[config.mk]
export PLATFORM = sky130hd
export DESIGN_NAME = instr_encoder_stream
export DESIGN_NICKNAME = d
export VERILOG_FILES = /design/src/rtl/instr_encoder_stream.sv
export SDC_FILE = /design/constraint.sdc
export NUM_CORES = 1
export LEC_CHECK = 0
export ABC_AREA = 1
export BUFFER_PORTS_ARGS = -buffer_cell sky130_fd_sc_hd__buf_2
export CAP_MARGIN = 20
export CORE_MARGIN = 1.5
export CORE_UTILIZATION = 56
export DETAILED_ROUTE_END_ITERATION = 10
export PLACE_DENSITY = 0.85
export SYNTH_ARGS = -nofsm -noshare
export SYNTH_HDL_FRONTEND = slang
export SYNTH_SLANG_ARGS = --single-unit
[constraint.sdc]
create_clock -name clk_i -period 5.4 [get_ports clk_i]
set_input_delay 0.27 -clock clk_i [delete_from_list [all_inputs] [get_ports clk_i]]
set_output_delay 0.27 -clock clk_i [all_outputs]
set_load 0.01 [all_outputs]
[src/rtl/instr_encoder_stream.sv]
// instr_encoder_stream
// Packs abstract Thumb-subset instruction descriptors into 16-bit words and
// streams them into instruction memory at an auto-incrementing address.
// Descriptors that cannot be encoded are consumed and flagged on err_o
// instead of being written. Once the last address has been written the
// block parks in FULL until clear_i or reset.
module instr_encoder_stream #(
  parameter int unsigned ADDR_W    = 8,
  parameter int unsigned BASE_ADDR = 0
) (
  input  logic              clk_i,
  input  logic              rst_n_i,
  input  logic              clear_i,
  input  logic              req_valid_i,
  output logic              req_ready_o,
  input  logic [4:0]        req_op_i,
  input  logic [3:0]        req_rd_i,
  input  logic [3:0]        req_rn_i,
  input  logic [3:0]        req_rm_i,
  input  logic [10:0]       req_imm_i,
  input  logic [3:0]        req_cond_i,
  output logic              wr_en_o,
  input  logic              wr_ready_i,
  output logic [ADDR_W-1:0] wr_addr_o,
  output logic [15:0]       wr_data_o,
  output logic              err_o,
  output logic [1:0]        err_code_o,
  output logic              full_o,
  output logic [ADDR_W:0]   count_o
);

  // Descriptor opcodes
  localparam logic [4:0] OP_MOVS  = 5'd0;
  localparam logic [4:0] OP_MOV   = 5'd1;
  localparam logic [4:0] OP_ADDI  = 5'd2;
  localparam logic [4:0] OP_ADDS  = 5'd3;
  localparam logic [4:0] OP_ADDSP = 5'd4;
  localparam logic [4:0] OP_SUBS  = 5'd5;
  localparam logic [4:0] OP_SUBI  = 5'd6;
  localparam logic [4:0] OP_SUBSP = 5'd7;
  localparam logic [4:0] OP_CMP   = 5'd8;
  localparam logic [4:0] OP_ANDS  = 5'd9;
  localparam logic [4:0] OP_EORS  = 5'd10;
  localparam logic [4:0] OP_ORRS  = 5'd11;
  localparam logic [4:0] OP_MVNS  = 5'd12;
  localparam logic [4:0] OP_LSLS  = 5'd13;
  localparam logic [4:0] OP_LSRS  = 5'd14;
  localparam logic [4:0] OP_ASRS  = 5'd15;
  localparam logic [4:0] OP_RORS  = 5'd16;
  localparam logic [4:0] OP_B     = 5'd17;
  localparam logic [4:0] OP_CB    = 5'd18;
  localparam logic [4:0] OP_BL    = 5'd19;
  localparam logic [4:0] OP_BX    = 5'd20;
  localparam logic [4:0] OP_LDUR  = 5'd21;
  localparam logic [4:0] OP_STUR  = 5'd22;
  localparam logic [4:0] OP_NOOP  = 5'd23;

  // Reject codes
  localparam logic [1:0] ERR_NONE = 2'd0;
  localparam logic [1:0] ERR_OP   = 2'd1;
  localparam logic [1:0] ERR_REG  = 2'd2;
  localparam logic [1:0] ERR_IMM  = 2'd3;

  localparam logic [ADDR_W-1:0] BASE_A    = ADDR_W'(BASE_ADDR);
  localparam logic [ADDR_W-1:0] LAST_ADDR = {ADDR_W{1'b1}};

  typedef enum logic [0:0] {
    ST_RUN  = 1'b0,
    ST_FULL = 1'b1
  } state_t;

  // True when the zero-extended immediate needs more than 'bits' bits
  function automatic logic imm_over(input logic [10:0] imm, input int unsigned bits);
    logic [10:0] hi;
    hi = imm >> bits;
    return (hi != 11'd0);
  endfunction

  // Two-operand 3-bit register form shared by CMP and the ALU group
  function automatic logic [15:0] pack_rr(input logic [9:0] prefix,
                                          input logic [3:0] ra,
                                          input logic [3:0] rb);
    return {prefix, ra[2:0], rb[2:0]};
  endfunction

  // Three-field 3-bit form shared by ADDI/ADDS/SUBS/SUBI
  function automatic logic [15:0] pack_rrr(input logic [6:0] prefix,
                                           input logic [2:0] f2,
                                           input logic [3:0] rn,
                                           input logic [3:0] rd);
    return {prefix, f2, rn[2:0], rd[2:0]};
  endfunction

  state_t              state_r;
  logic                wr_en_r;
  logic [ADDR_W-1:0]   wr_addr_r;
  logic [15:0]         wr_data_r;
  logic                err_r;
  logic [1:0]          err_code_r;
  logic [ADDR_W:0]     count_r;

  logic [15:0]         enc_word_s;
  logic                op_bad_s;
  logic                reg_bad_s;
  logic                imm_bad_s;
  logic [1:0]          enc_code_s;
  logic                wr_hs_s;
  logic                last_hs_s;
  logic                req_ready_s;
  logic                accept_s;

  // Encode the current descriptor and flag which checks it fails
  always_comb begin
    enc_word_s = 16'h0000;
    op_bad_s   = 1'b0;
    reg_bad_s  = 1'b0;
    imm_bad_s  = 1'b0;
    case (req_op_i)
      OP_MOVS: begin
        enc_word_s = {5'b00100, req_rd_i[2:0], req_imm_i[7:0]};
        reg_bad_s  = req_rd_i[3];
        imm_bad_s  = imm_over(req_imm_i, 8);
      end
      OP_MOV: begin
        enc_word_s = {9'b010001100, req_rm_i, req_rd_i[2:0]};
        reg_bad_s  = req_rd_i[3];
      end
      OP_ADDI: begin
        enc_word_s = pack_rrr(7'b0001110, req_imm_i[2:0], req_rn_i, req_rd_i);
        reg_bad_s  = req_rn_i[3] | req_rd_i[3];
        imm_bad_s  = imm_over(req_imm_i, 3);
      end
      OP_ADDS: begin
        enc_word_s = pack_rrr(7'b0001100, req_rm_i[2:0], req_rn_i, req_rd_i);
        reg_bad_s  = req_rm_i[3] | req_rn_i[3] | req_rd_i[3];
      end
      OP_ADDSP: begin
        enc_word_s = {9'b101100000, req_imm_i[6:0]};
        imm_bad_s  = imm_over(req_imm_i, 7);
      end
      OP_SUBS: begin
        enc_word_s = pack_rrr(7'b0001101, req_rm_i[2:0], req_rn_i, req_rd_i);
        reg_bad_s  = req_rm_i[3] | req_rn_i[3] | req_rd_i[3];
      end
      OP_SUBI: begin
        enc_word_s = pack_rrr(7'b0001111, req_imm_i[2:0], req_rn_i, req_rd_i);
        reg_bad_s  = req_rn_i[3] | req_rd_i[3];
        imm_bad_s  = imm_over(req_imm_i, 3);
      end
      OP_SUBSP: begin
        enc_word_s = {9'b101100001, req_imm_i[6:0]};
        imm_bad_s  = imm_over(req_imm_i, 7);
      end
      OP_CMP: begin
        enc_word_s = pack_rr(10'b0100001010, req_rm_i, req_rn_i);
        reg_bad_s  = req_rm_i[3] | req_rn_i[3];
      end
      OP_ANDS: begin
        enc_word_s = pack_rr(10'b0100000000, req_rm_i, req_rd_i);
        reg_bad_s  = req_rm_i[3] | req_rd_i[3];
      end
      OP_EORS: begin
        enc_word_s = pack_rr(10'b0100000001, req_rm_i, req_rd_i);
        reg_bad_s  = req_rm_i[3] | req_rd_i[3];
      end
      OP_ORRS: begin
        enc_word_s = pack_rr(10'b0100001100, req_rm_i, req_rd_i);
        reg_bad_s  = req_rm_i[3] | req_rd_i[3];
      end
      OP_MVNS: begin
        enc_word_s = pack_rr(10'b0100001111, req_rm_i, req_rd_i);
        reg_bad_s  = req_rm_i[3] | req_rd_i[3];
      end
      OP_LSLS: begin
        enc_word_s = pack_rr(10'b0100000010, req_rm_i, req_rd_i);
        reg_bad_s  = req_rm_i[3] | req_rd_i[3];
      end
      OP_LSRS: begin
        enc_word_s = pack_rr(10'b0100000011, req_rm_i, req_rd_i);
        reg_bad_s  = req_rm_i[3] | req_rd_i[3];
      end
      OP_ASRS: begin
        enc_word_s = pack_rr(10'b0100000100, req_rm_i, req_rd_i);
        reg_bad_s  = req_rm_i[3] | req_rd_i[3];
      end
      OP_RORS: begin
        enc_word_s = pack_rr(10'b0100000111, req_rm_i, req_rd_i);
        reg_bad_s  = req_rm_i[3] | req_rd_i[3];
      end
      OP_B: begin
        enc_word_s = {5'b11100, req_imm_i};
      end
      OP_CB: begin
        enc_word_s = {4'b1101, req_cond_i, req_imm_i[7:0]};
        imm_bad_s  = imm_over(req_imm_i, 8) | (req_cond_i >= 4'd14);
      end
      OP_BL: begin
        enc_word_s = {10'b0100010100, req_imm_i[5:0]};
        imm_bad_s  = imm_over(req_imm_i, 6);
      end
      OP_BX: begin
        enc_word_s = {9'b010001110, req_rm_i, 3'b000};
      end
      OP_LDUR: begin
        enc_word_s = {5'b01101, req_imm_i[4:0], req_rn_i[2:0], req_rd_i[2:0]};
        reg_bad_s  = req_rn_i[3] | req_rd_i[3];
        imm_bad_s  = imm_over(req_imm_i, 5);
      end
      OP_STUR: begin
        enc_word_s = {5'b01100, req_imm_i[4:0], req_rn_i[2:0], req_rd_i[2:0]};
        reg_bad_s  = req_rn_i[3] | req_rd_i[3];
        imm_bad_s  = imm_over(req_imm_i, 5);
      end
      OP_NOOP: begin
        enc_word_s = 16'hBF00;
      end
      default: begin
        op_bad_s   = 1'b1;
      end
    endcase
  end

  // Resolve reject priority: opcode, then registers, then immediate/cond
  always_comb begin
    enc_code_s = ERR_NONE;
    if (op_bad_s) begin
      enc_code_s = ERR_OP;
    end else if (reg_bad_s) begin
      enc_code_s = ERR_REG;
    end else if (imm_bad_s) begin
      enc_code_s = ERR_IMM;
    end else begin
      enc_code_s = ERR_NONE;
    end
  end

  // Handshake decode; the final-address write blocks a same-cycle accept
  always_comb begin
    wr_hs_s     = wr_en_r & wr_ready_i;
    last_hs_s   = wr_hs_s & (wr_addr_r == LAST_ADDR);
    req_ready_s = (state_r == ST_RUN) & ~clear_i &
                  (~wr_en_r | (wr_ready_i & (wr_addr_r != LAST_ADDR)));
    accept_s    = req_valid_i & req_ready_s;
  end

  // Control FSM and registered output stage
  always_ff @(posedge clk_i or negedge rst_n_i) begin
    if (!rst_n_i) begin
      state_r    <= ST_RUN;
      wr_en_r    <= 1'b0;
      wr_addr_r  <= BASE_A;
      wr_data_r  <= 16'h0000;
      err_r      <= 1'b0;
      err_code_r <= ERR_NONE;
      count_r    <= '0;
    end else if (clear_i) begin
      // Pending word is dropped; the last error code is kept for inspection
      state_r    <= ST_RUN;
      wr_en_r    <= 1'b0;
      wr_addr_r  <= BASE_A;
      wr_data_r  <= 16'h0000;
      err_r      <= 1'b0;
      count_r    <= '0;
    end else begin
      err_r <= 1'b0;
      case (state_r)
        ST_RUN: begin
          if (wr_hs_s) begin
            wr_en_r <= 1'b0;
            count_r <= count_r + (ADDR_W+1)'(1);
            if (last_hs_s) begin
              state_r <= ST_FULL;
            end else begin
              wr_addr_r <= wr_addr_r + ADDR_W'(1);
            end
          end
          if (accept_s) begin
            if (enc_code_s != ERR_NONE) begin
              err_r      <= 1'b1;
              err_code_r <= enc_code_s;
            end else begin
              wr_en_r   <= 1'b1;
              wr_data_r <= enc_word_s;
            end
          end
        end
        ST_FULL: begin
          wr_en_r <= 1'b0;
        end
        default: begin
          state_r <= ST_RUN;
          wr_en_r <= 1'b0;
        end
      endcase
    end
  end

  assign req_ready_o = req_ready_s;
  assign wr_en_o     = wr_en_r;
  assign wr_addr_o   = wr_addr_r;
  assign wr_data_o   = wr_data_r;
  assign err_o       = err_r;
  assign err_code_o  = err_code_r;
  assign full_o      = (state_r == ST_FULL);
  assign count_o     = count_r;

endmodule

==> run summary, run 1 <==
DR top layer: met4
top cells by area, synth: dfrtp_1 (36%), nand2_1 (13%), nand3_1 (9.4%)
num rows: 24
worst hold path type: in2async
width of the die: 71.3 um
CTS tree: done
latest clock arrival within the worst-skew pair: 290 ps
Net Sw Frac: 0.316
crit-path leading delay family: simple AND/OR/NAND/NOR gates
post-synthesis sequential area ratio: 0.364
Worst EP required: 5640 ps
crit path kind: reg2reg
Synth Area in Compound Gates: 0.135
Critical-path top delay cell: nor2_1
drt total wl: 7.56 mm
Routability Congestion: 1.01
R2R Setup Slk: 2870 ps
Tmin final: 2530 ps
peak supply drop: 0.000169 V
reg2reg start: wr_addr_o[0]$_DFFE_PN0P_
Slew Limit Fails: 0
hold_buf cts: 0
Overflow after GRT: 0
antenna cells: 0
Final ANT Viol Nets: 0
most used cell, CP: nand2_1
Post-CTS Setup Repair Bufs: 0
period utilization: 0.468
Initial Util: 0.592
area taken by multi-input logic gates: 1400 sq um
Internal Power: 0.448 mW
mux cell area share after synthesis: 0
Mapped Nets: 430
Core Footprint: 4410 sq um
flip-flop and latch count after synthesis: 38
H-tree depth: 2
post_cts resized: 0
Placed Area: 3000 sq um
wire per inst: 14.6 um
Adder-Cell Fraction of Synth Area: 0.00958
clk slew on worst S/H paths: 70 ps
synthesized area: 2610 sq um
Die Area: 5080 sq um
pre-CTS WS: 2540 ps
total track usage: 0.312
RSZ-0062 raised after global routing: no
setup tns final: 0 ps
DRC: 0
post-route met1 wirelength: 3.00 mm
Synth Area in Simple Gates: 0.392
I/O Buffers: 75
Data arrival, critical path: 2770 ps
register area: 951 sq um
clock skew: 3.49 ps
clock root cell: clkbuf_8
YS warnings: 0
Vias: 3030
Cells after Synth: 391
total of max-cap violations: 0
startpoint types: register
NumNets Final: 504
Critical Path End Type: register
Buf/Inv on CP: 3
die height: 71.3 um
wire length on met3: 618 um
layout cells sized above 1: 0.230
Synth-to-Final Area Change: 19.6%
Initial DRC Count: 226
CTS buffer count: 5
antenna violations before repair: 0
crit path cell chain: ha_1 > nand2_1 > inv_1 > nand3_1 > nor2_1 > inv_1 > o21ai_0 > nor2_1 > nand3_4 > clkinv_1 > nand2_1 > nand2_1
Psw: 0.207 mW
# IOs: 76
CTS Buffer Depth: 2
final hold vios: 0
XOR/XNOR Fraction of Synth Area: 0
RR Endpoint: wr_data_o[9]$_DFFE_PN0P_
Critical Path Source: wr_addr_o[0]$_DFFE_PN0P_
HPWL after DPL: 5.95 mm
first-pass GRT wire length: 12.5 mm
Unique masters post-synth: 33
cell taking the most area after synthesis: dfrtp_1
Core Util, Final: 0.708
outcome: finished, final reports clean
top cell type's share of synthesized area: 0.364
pwr/cell area: 210 nW/um^2
Logic pwr share: 0.227
Worst slew margin: 0.405
Vias/cell: 5.85
endpoints failing setup: 0
Tightest Pin Transition: 889 ps
P_leak: 1.70 nW
number of global-route vias before repair: 2802
met2 routed WL: 3.70 mm
CTS Sinks: 38
worst-path maximum fanout: 18
fill count: 389
final worst slack: 2870 ps
part of the power in registers: 0.463
Pwr Total: 0.655 mW
Avg Synthesized Cell Area: 6.68 sq um
largest family of logic cells by synthesized area: simple AND/OR/NAND/NOR gates
CP max stage delay: 700 ps
clock power share: 0.310
largest net degree at the start of global routing: 46
R2R cell count: 12
FMAX: 396 MHz
Initial DRT Pass Iterations: 5
Finished Cell Area: 3130 sq um
==> worst max path at each step <==
stage,to,slack [ps],cells after the start
finish,wr_data_o[9]$_DFFE_PN0P_,2870,12
global route,wr_data_o[0]$_DFFE_PN0P_,2560,12
CTS,wr_data_o[9]$_DFFE_PN0P_,2840,10
detailed placement,wr_data_o[6]$_DFFE_PN0P_,2540,10
global placement,wr_data_o[9]$_DFFE_PN0P_,2660,10
floorplan,wr_data_o[10]$_DFFE_PN0P_,3620,11
==> cells in the final DEF (no fill, tap or decap), drive strengths merged <==
cell type	Yosys	layout
a211oi	1	1
a21boi	1	1
a21oi	18	18
a221oi	2	2
a31oi	1	1
buf	5	76
clkbuf	4	6
clkinv	2	3
clkinvlp	0	1
dfrtp	38	38
ha	2	2
inv	54	54
nand2	93	93
nand3	52	52
nand4	15	15
nor2	57	57
nor3	8	8
o2111ai	4	4
o211ai	3	3
o21a	1	1
o21ai	28	28
o22ai	1	1
o311ai	1	1
==> per-stage QoR <==
step | instances | hold slack (ps)
final | 518 | 58.0
after floorplan | 391 | -25.6
after CTS | 517 | 88.3
after global routing | 518 | 123
after global placement | 509 | 404
after detailed placement | 509 | 409
==> registers in the layout, indices dropped and copies added (netlist names) <==
register / cells
count_o: 9
err_code_o: 2
err_o: 1
full_o: 1
wr_addr_o: 8
wr_data_o: 16
wr_en_o: 1
==> metal layers <==
metal / vias up / global-route usage
met5: - / 0
met4: 0 / 0.147
met3: 23 / 0.0633
met2: 151 / 0.531
met1: 1405 / 0.378
li1: 1451 / -
==> cell type report <==
type / count / area share
Tap cell: 52 / 0.0208
Sequential cell: 38 / 0.304
Multi-Input combinational cell: 288 / 0.448
Clock buffer: 6 / 0.0264
Timing Repair Buffer: 76 / 0.129
Clock inverter: 2 / 0.00400
Inverter: 56 / 0.0673
==> synthesized netlist by cell type <==
| library cell | number |
|---|---|
| a211oi_1 | 1 |
| a21boi_0 | 1 |
| a21oi_1 | 17 |
| a21oi_2 | 1 |
| a221oi_1 | 2 |
| a31oi_1 | 1 |
| buf_1 | 1 |
| buf_2 | 1 |
| buf_4 | 2 |
| buf_6 | 1 |
| clkbuf_1 | 4 |
| clkinv_1 | 2 |
| dfrtp_1 | 38 |
| ha_1 | 2 |
| inv_1 | 45 |
| inv_2 | 9 |
| nand2_1 | 88 |
| nand2_2 | 5 |
| nand3_1 | 49 |
| nand3_2 | 2 |
| nand3_4 | 1 |
| nand4_1 | 15 |
| nor2_1 | 53 |
| nor2_2 | 2 |
| nor2_4 | 2 |
| nor3_1 | 7 |
| nor3_4 | 1 |
| o2111ai_1 | 4 |
| o211ai_1 | 3 |
| o21a_1 | 1 |
| o21ai_0 | 28 |
| o22ai_1 | 1 |
| o311ai_0 | 1 |
==> power by group through the flow <==
stage	registers [mW]	logic [mW]	clock network, mW
after floorplan	0.315	0.0818	0
after global placement	0.309	0.142	0
after detailed placement	0.309	0.145	0
after CTS	0.303	0.145	0.208
after global routing	0.305	0.167	0.218
final	0.303	0.149	0.203
==> logic make-up after synthesis <==
logic type                 count (synthesis)
AOI/OAI and AO/OA                         61
buffers and inverters                     65
adders and majority gates                  2
and+or+nand+nor                          225
DFF                                       38
Power figures use the tool's default switching activity.
==> run 2, diff against run 1 <==
--- a/config.mk
+++ b/config.mk
@@ -5,13 +5,13 @@
 export SDC_FILE = /design/constraint.sdc
 export NUM_CORES = 1
 export LEC_CHECK = 0
-export ABC_AREA = 1
+export ABC_AREA = 0
 export BUFFER_PORTS_ARGS = -buffer_cell sky130_fd_sc_hd__buf_2
 export CAP_MARGIN = 20
 export CORE_MARGIN = 1.5
-export CORE_UTILIZATION = 56
+export CORE_UTILIZATION = 48
 export DETAILED_ROUTE_END_ITERATION = 10
-export PLACE_DENSITY = 0.85
+export PLACE_DENSITY = 0.77
 export SYNTH_ARGS = -nofsm -noshare
 export SYNTH_HDL_FRONTEND = slang
 export SYNTH_SLANG_ARGS = --single-unit
==> constraint.sdc (replaced) <==
create_clock -name clk_i -period 2.2 [get_ports clk_i]
set_input_delay 0.11 -clock clk_i [delete_from_list [all_inputs] [get_ports clk_i]]
set_output_delay 0.11 -clock clk_i [all_outputs]
set_load 0.01 [all_outputs]
==> run 2 against run 1 <==
Sequential share of layout area shrank 2.4 points. Clock skew rose by 8.9 ps. First-iteration DRC count decreased by 4.4%. Maximum frequency grew 22%. Worst setup slack worse by 2700 ps. Synthesized area is 4.5% higher.
==> run summary, run 2 <==
outcome: finished, final reports clean
worst hold path type: in2reg
YS warnings: 0
Initial Util: 0.496
Core Util, Final: 0.617
Placed Area: 3250 sq um
wire length on met3: 669 um
Critical Path End Type: register
Synth-to-Final Area Change: 24.5%
register area: 951 sq um
width of the die: 78.4 um
area taken by multi-input logic gates: 1660 sq um
Logic pwr share: 0.229
Synth top cells by count: nor2_1 (39), dfrtp_1 (38), a21oi_1 (35), nand2_1 (29), o21ai_0 (17)
Critical-path top delay cell: dfrtp_1
CTS buffer count: 5
most common cell after layout, fill and taps aside: buf_2
Avg Synthesized Cell Area: 8.19 sq um
cell taking the most area after synthesis: dfrtp_1
P_leak: 1.63 nW
Initial DRT Pass Iterations: 8
total track usage: 0.269
RSZ-0062 raised after global routing: yes
period utilization: 0.943
Vias/cell: 6.07
Net Sw Frac: 0.277
crit path to: wr_data_o[11]$_DFFE_PN0P_
R2R Setup Slk: 130 ps
Worst path depth: 8
DR top layer: met4
CP max stage delay: 380 ps
post-synthesis sequential area ratio: 0.348
clk slew on worst S/H paths: 80 ps
Mapped Nets: 372
CTS tree: done
Final ANT Viol Nets: 0
max reg flops: 16
flip-flop and latch count after synthesis: 38
Post-CTS Setup Repair Bufs: 0
Vias: 2955
Unique masters post-synth: 57
clock skew: 12.4 ps
FMAX: 482 MHz
crit path kind: reg2reg
NumNets Final: 453
Synth async-reset ratio: 1.00
Finished Cell Area: 3400 sq um
Buf/Inv on CP: 0
most numerous cell in the Yosys netlist: nor2_1
Data arrival, critical path: 2250 ps
number of synthesized flops with an enable pin: 0
CTS Buffer Depth: 2
antenna cells: 0
Final Non-Filler Cells: 487
Tightest Pin Transition: 822 ps
top cell type's share of synthesized area: 0.348
CTS Sinks: 38
antenna violations before repair: 0
crit path cell chain: ha_2 > nand3_1 > o21ai_0 > a211oi_2 > nand2_1 > a21oi_2 > nand2_2 > mux2_4
wire per inst: 16.5 um
Critical Path Source: wr_addr_o[0]$_DFFE_PN0P_
reg2reg start: wr_addr_o[0]$_DFFE_PN0P_
met2 routed WL: 3.83 mm
total of max-cap violations: 0
# IOs: 76
post-route met1 wirelength: 3.35 mm
final hold vios: 0
largest net degree at the start of global routing: 39
Worst EP required: 2380 ps
die height: 78.4 um
Initial DRC Count: 216
Pwr Total: 1.87 mW
Worst slew margin: 0.452
worst-path maximum fanout: 11
Core Footprint: 5510 sq um
layout cells sized above 1: 0.289
Slew Limit Fails: 0
I/O Buffers: 75
startpoint types: register
R2R cell count: 8
drt total wl: 8.03 mm
number of global-route vias before repair: 2765
Internal Power: 1.35 mW
top cells by area, synth: dfrtp_1 (35%), a21oi_1 (6.4%), nor2_1 (5.4%)
Overflow after GRT: 0
first-pass GRT wire length: 13.0 mm
num rows: 27
part of the power in registers: 0.396
clock root cell: clkbuf_8
setup tns final: 0 ps
pwr/cell area: 551 nW/um^2
synthesized area: 2730 sq um
crit-path leading delay family: simple AND/OR/NAND/NOR gates
H-tree depth: 2
Tmin final: 2070 ps
Psw: 0.518 mW
highest-count cells in the layout ignoring fill and taps: buf_2 (75), nor2_1 (39), dfrtp_1 (38)
HPWL after DPL: 6.10 mm
Routability Congestion: 0.965
top_reg_cell synth: dfrtp_1
clock power share: 0.375
endpoints failing setup: 0
Die Area: 6150 sq um
DRC: 0
RR Endpoint: wr_data_o[11]$_DFFE_PN0P_
peak supply drop: 0.000391 V
latest clock arrival within the worst-skew pair: 290 ps
fill count: 510
placed instance count: 478
Cells after Synth: 333
-- run 2: changes by cell type after synthesis, moves of 11 or more --
cell and delta:
nand2_1 -59, o21ai_0 -11, a21oi_1 +18, nand3_1 -44, xor2_1 +12, inv_1 -41
nor2_1 -14, nand2b_1 +14
-- run 2: through the flow --
step | hold slack, ps | setup slack [ps]
after floorplan | -186 | 17.5
after global placement | 248 | 79.2
after detailed placement | 251 | 60.2
after CTS | 125 | 106
after global routing | 150 | -23.0
final | 130 | 126
-- run 2: worst register-to-register path: cells and delay by family (launching register included) --
family                     cells  cell delay, ps
and+or+nand+nor                3             510
muxes                          1             370
adders and majority gates      1             210
AOI/OAI and AO/OA              3             510
DFF                            1             380
-- run 2: final cells by class --
class	instances	share of cell area
multi-input combinational	267	0.488
clock buffer	5	0.0203
timing repair buffer	97	0.160
clock inverter	3	0.0203
sequential	38	0.280
inverter	5	0.00552
tap	72	0.0265
-- run 2: timing repair --
| action | 4_1_cts | 5_1_grt |
|---|---|---|
| endpoints found under the hold margin | 38 | 0 |
| gates resized for setup | 0 | 0 |
| hold buffers | 1 | 0 |
| endpoints found under the setup margin | 0 | 4 |
-- run 2: cell families after synthesis --
logic type	Yosys count	share of synthesized area
simple gates	138	0.255
compound gates	100	0.238
flops	38	0.348
buf+inv	28	0.0486
xor+xnor	15	0.0481
mux	12	0.0518
fa+ha+maj	2	0.00917
-- run 2: worst min-delay path by stage --
stage / startpoint / end / slack (ps) / cells after the start
global placement: rst_n_i / wr_data_o[1]$_DFFE_PN0P_ / 250 / 1
CTS: wr_ready_i / full_o$_DFF_PN0_ / 120 / 3
detailed placement: rst_n_i / err_o$_DFF_PN0_ / 250 / 1
floorplan: rst_n_i / count_o[0]$_DFFE_PN0P_ / -190 / 0
finish: wr_ready_i / full_o$_DFF_PN0_ / 130 / 3
global route: wr_ready_i / wr_en_o$_DFF_PN0_ / 150 / 3
-- run 2: metal layers --
| metal | up-vias | global-route usage |
|---|---|---|
| li1 | 1380 | - |
| met2 | 167 | 0.456 |
| met4 | 0 | 0.100 |
| met5 | - | 0 |
| met1 | 1389 | 0.345 |
| met3 | 19 | 0.0453 |
-- run 2: power groups by stage --
stage / logic (mW) / clock network, mW / registers (mW)
6_report: 0.428 / 0.701 / 0.741
2_1_floorplan: 0.245 / 0 / 0.766
5_1_grt: 0.470 / 0.741 / 0.745
3_3_place_gp: 0.419 / 0 / 0.754
4_1_cts: 0.424 / 0.711 / 0.741
3_5_place_dp: 0.422 / 0 / 0.754
==> run 3, diff against run 2 <==
--- a/config.mk
+++ b/config.mk
@@ -5,13 +5,13 @@
 export SDC_FILE = /design/constraint.sdc
 export NUM_CORES = 1
 export LEC_CHECK = 0
-export ABC_AREA = 0
+export ABC_AREA = 1
 export BUFFER_PORTS_ARGS = -buffer_cell sky130_fd_sc_hd__buf_2
 export CAP_MARGIN = 20
 export CORE_MARGIN = 1.5
-export CORE_UTILIZATION = 48
+export CORE_UTILIZATION = 47
 export DETAILED_ROUTE_END_ITERATION = 10
-export PLACE_DENSITY = 0.77
+export PLACE_DENSITY = 0.76
 export SYNTH_ARGS = -nofsm -noshare
 export SYNTH_HDL_FRONTEND = slang
 export SYNTH_SLANG_ARGS = --single-unit
==> run 3 against run 2 <==
Total power is 14% lower. Critical path depth is 4 higher. Combinational power is 14% lower.
==> run summary, run 3 (synthesis gave the netlist of run 1 again) <==
outcome: finished, final reports clean
CP max stage delay: 370 ps
worst-path maximum fanout: 18
Vias/cell: 5.43
pwr/cell area: 507 nW/um^2
H-tree depth: 2
fill count: 490
die height: 77.6 um
R2R cell count: 12
drt total wl: 7.50 mm
worst hold path type: in2reg
crit path cell chain: ha_1 > nand2_1 > inv_1 > nand3_1 > nor2_1 > inv_1 > o21ai_0 > nor2_1 > nand3_4 > clkinvlp_4 > nand2_1 > nand2_1
num rows: 26
antenna violations before repair: 0
Core Util, Final: 0.608
most used cell, CP: nand2_1
Placed Area: 3080 sq um
final worst slack: 255 ps
Core Footprint: 5240 sq um
latest clock arrival within the worst-skew pair: 290 ps
placed instance count: 534
P_leak: 1.73 nW
total track usage: 0.258
CTS Buffer Depth: 2
Vias: 2951
Slew Limit Fails: 0
Synth-to-Final Area Change: 22.0%
Final Non-Filler Cells: 543
Die Area: 6010 sq um
Min Hold Slack: 25.1 ps
antenna cells: 0
width of the die: 77.6 um
setup tns final: 0 ps
I/O Buffers: 75
first-pass GRT wire length: 12.4 mm
Finished Cell Area: 3190 sq um
clock skew: 4.31 ps
Initial Util: 0.499
DRC: 0
# IOs: 76
Data arrival, critical path: 2130 ps
Tmin final: 1950 ps
total of max-cap violations: 0
Critical-path top delay cell: dfrtp_1
Tightest Pin Transition: 843 ps
NumNets Final: 511
Worst EP required: 2380 ps
Initial DRC Count: 221
Post-CTS Setup Repair Bufs: 0
final hold vios: 0
Worst Hold Depth: 2
clock root cell: clkbuf_8
period utilization: 0.884
CTS tree: done
wire per inst: 13.8 um
Final ANT Viol Nets: 0
startpoint types: register
number of global-route vias before repair: 2739
clk slew on worst S/H paths: 80 ps
most common cell after layout, fill and taps aside: nand2_1
CTS buffer count: 5
pre-CTS WS: 258 ps
HPWL after DPL: 5.98 mm
highest-count cells in the layout ignoring fill and taps: nand2_1 (88), buf_2 (75), nor2_1 (53)
endpoints failing setup: 0
Overflow after GRT: 0
Pwr Total: 1.62 mW
FMAX: 514 MHz
crit path kind: reg2reg
RSZ-0062 raised after global routing: no
Worst slew margin: 0.438
Initial DRT Pass Iterations: 5
Routability Congestion: 1.00
max reg flops: 16
CTS Sinks: 38
layout cells sized above 1: 0.241
peak supply drop: 0.000299 V
Critical Path End Type: register
largest net degree at the start of global routing: 39
run 3: changes by cell type in the layout (fill, tap and decap cells not counted), moves of 14 or more:
| cell | delta |
|---|---|
| nand2_1 | +59 |
| inv_1 | +41 |
| nand3_1 | +44 |
| nor2_1 | +14 |
| nand2b_1 | -14 |
| buf_4 | -14 |
| a21oi_1 | -17 |
run 3: worst max-delay path: cells and delay by family, from the launching register on:
family / cells / cell delay (ps)
AND/OR/NAND/NOR: 7 / 780
flip-flops: 1 / 370
buffers and inverters: 3 / 310
AO/OA/AOI/OAI: 1 / 210
adder cells (fa/ha/maj): 1 / 180
run 3: area by class of cell:
cell class | instances | area, sq um | share of cell area
clock inverters | 2 | 12.5 | 0.00393
well taps | 70 | 87.6 | 0.0275
flip-flops and latches | 38 | 951 | 0.298
multi-input cells | 288 | 1400 | 0.440
repair buffers | 83 | 438 | 0.137
inverters | 56 | 214 | 0.0671
clock buffers | 6 | 82.6 | 0.0259
run 3: final timing paths:
check	to	slack, ps	start
max	wr_data_o[6]$_DFFE_PN0P_	250	wr_addr_o[0]$_DFFE_PN0P_
min	count_o[5]$_DFFE_PN0P_	30	clear_i
max reg2reg	wr_data_o[6]$_DFFE_PN0P_	250	wr_addr_o[0]$_DFFE_PN0P_
min reg2reg	wr_data_o[7]$_DFFE_PN0P_	510	wr_data_o[7]$_DFFE_PN0P_
max in group asynchronous	wr_addr_o[5]$_DFFE_PN0P_	1220	rst_n_i
min in group asynchronous	count_o[6]$_DFFE_PN0P_	450	rst_n_i
run 3: timing repair:
item	4_1_cts	5_1_grt
setup endpoints to repair	0	5
hold buffers	1	0
endpoints found under the hold margin	38	0
resized for setup	0	1
run 3: power breakdown:
group,leakage (nW),total [mW],switching [mW],internal [mW]
sequential,0.521,0.746,0.0181,0.728
combinational,1.16,0.367,0.242,0.124
clock,0.0472,0.504,0.252,0.252
run 3: per-layer routing:
metal	global-route usage	up-vias	routed length, um
li1	-	1461	-
met1	0.328	1309	3110
met2	0.438	155	3550
met3	0.0388	26	580
met4	0.104	0	249
met5	0	-	0
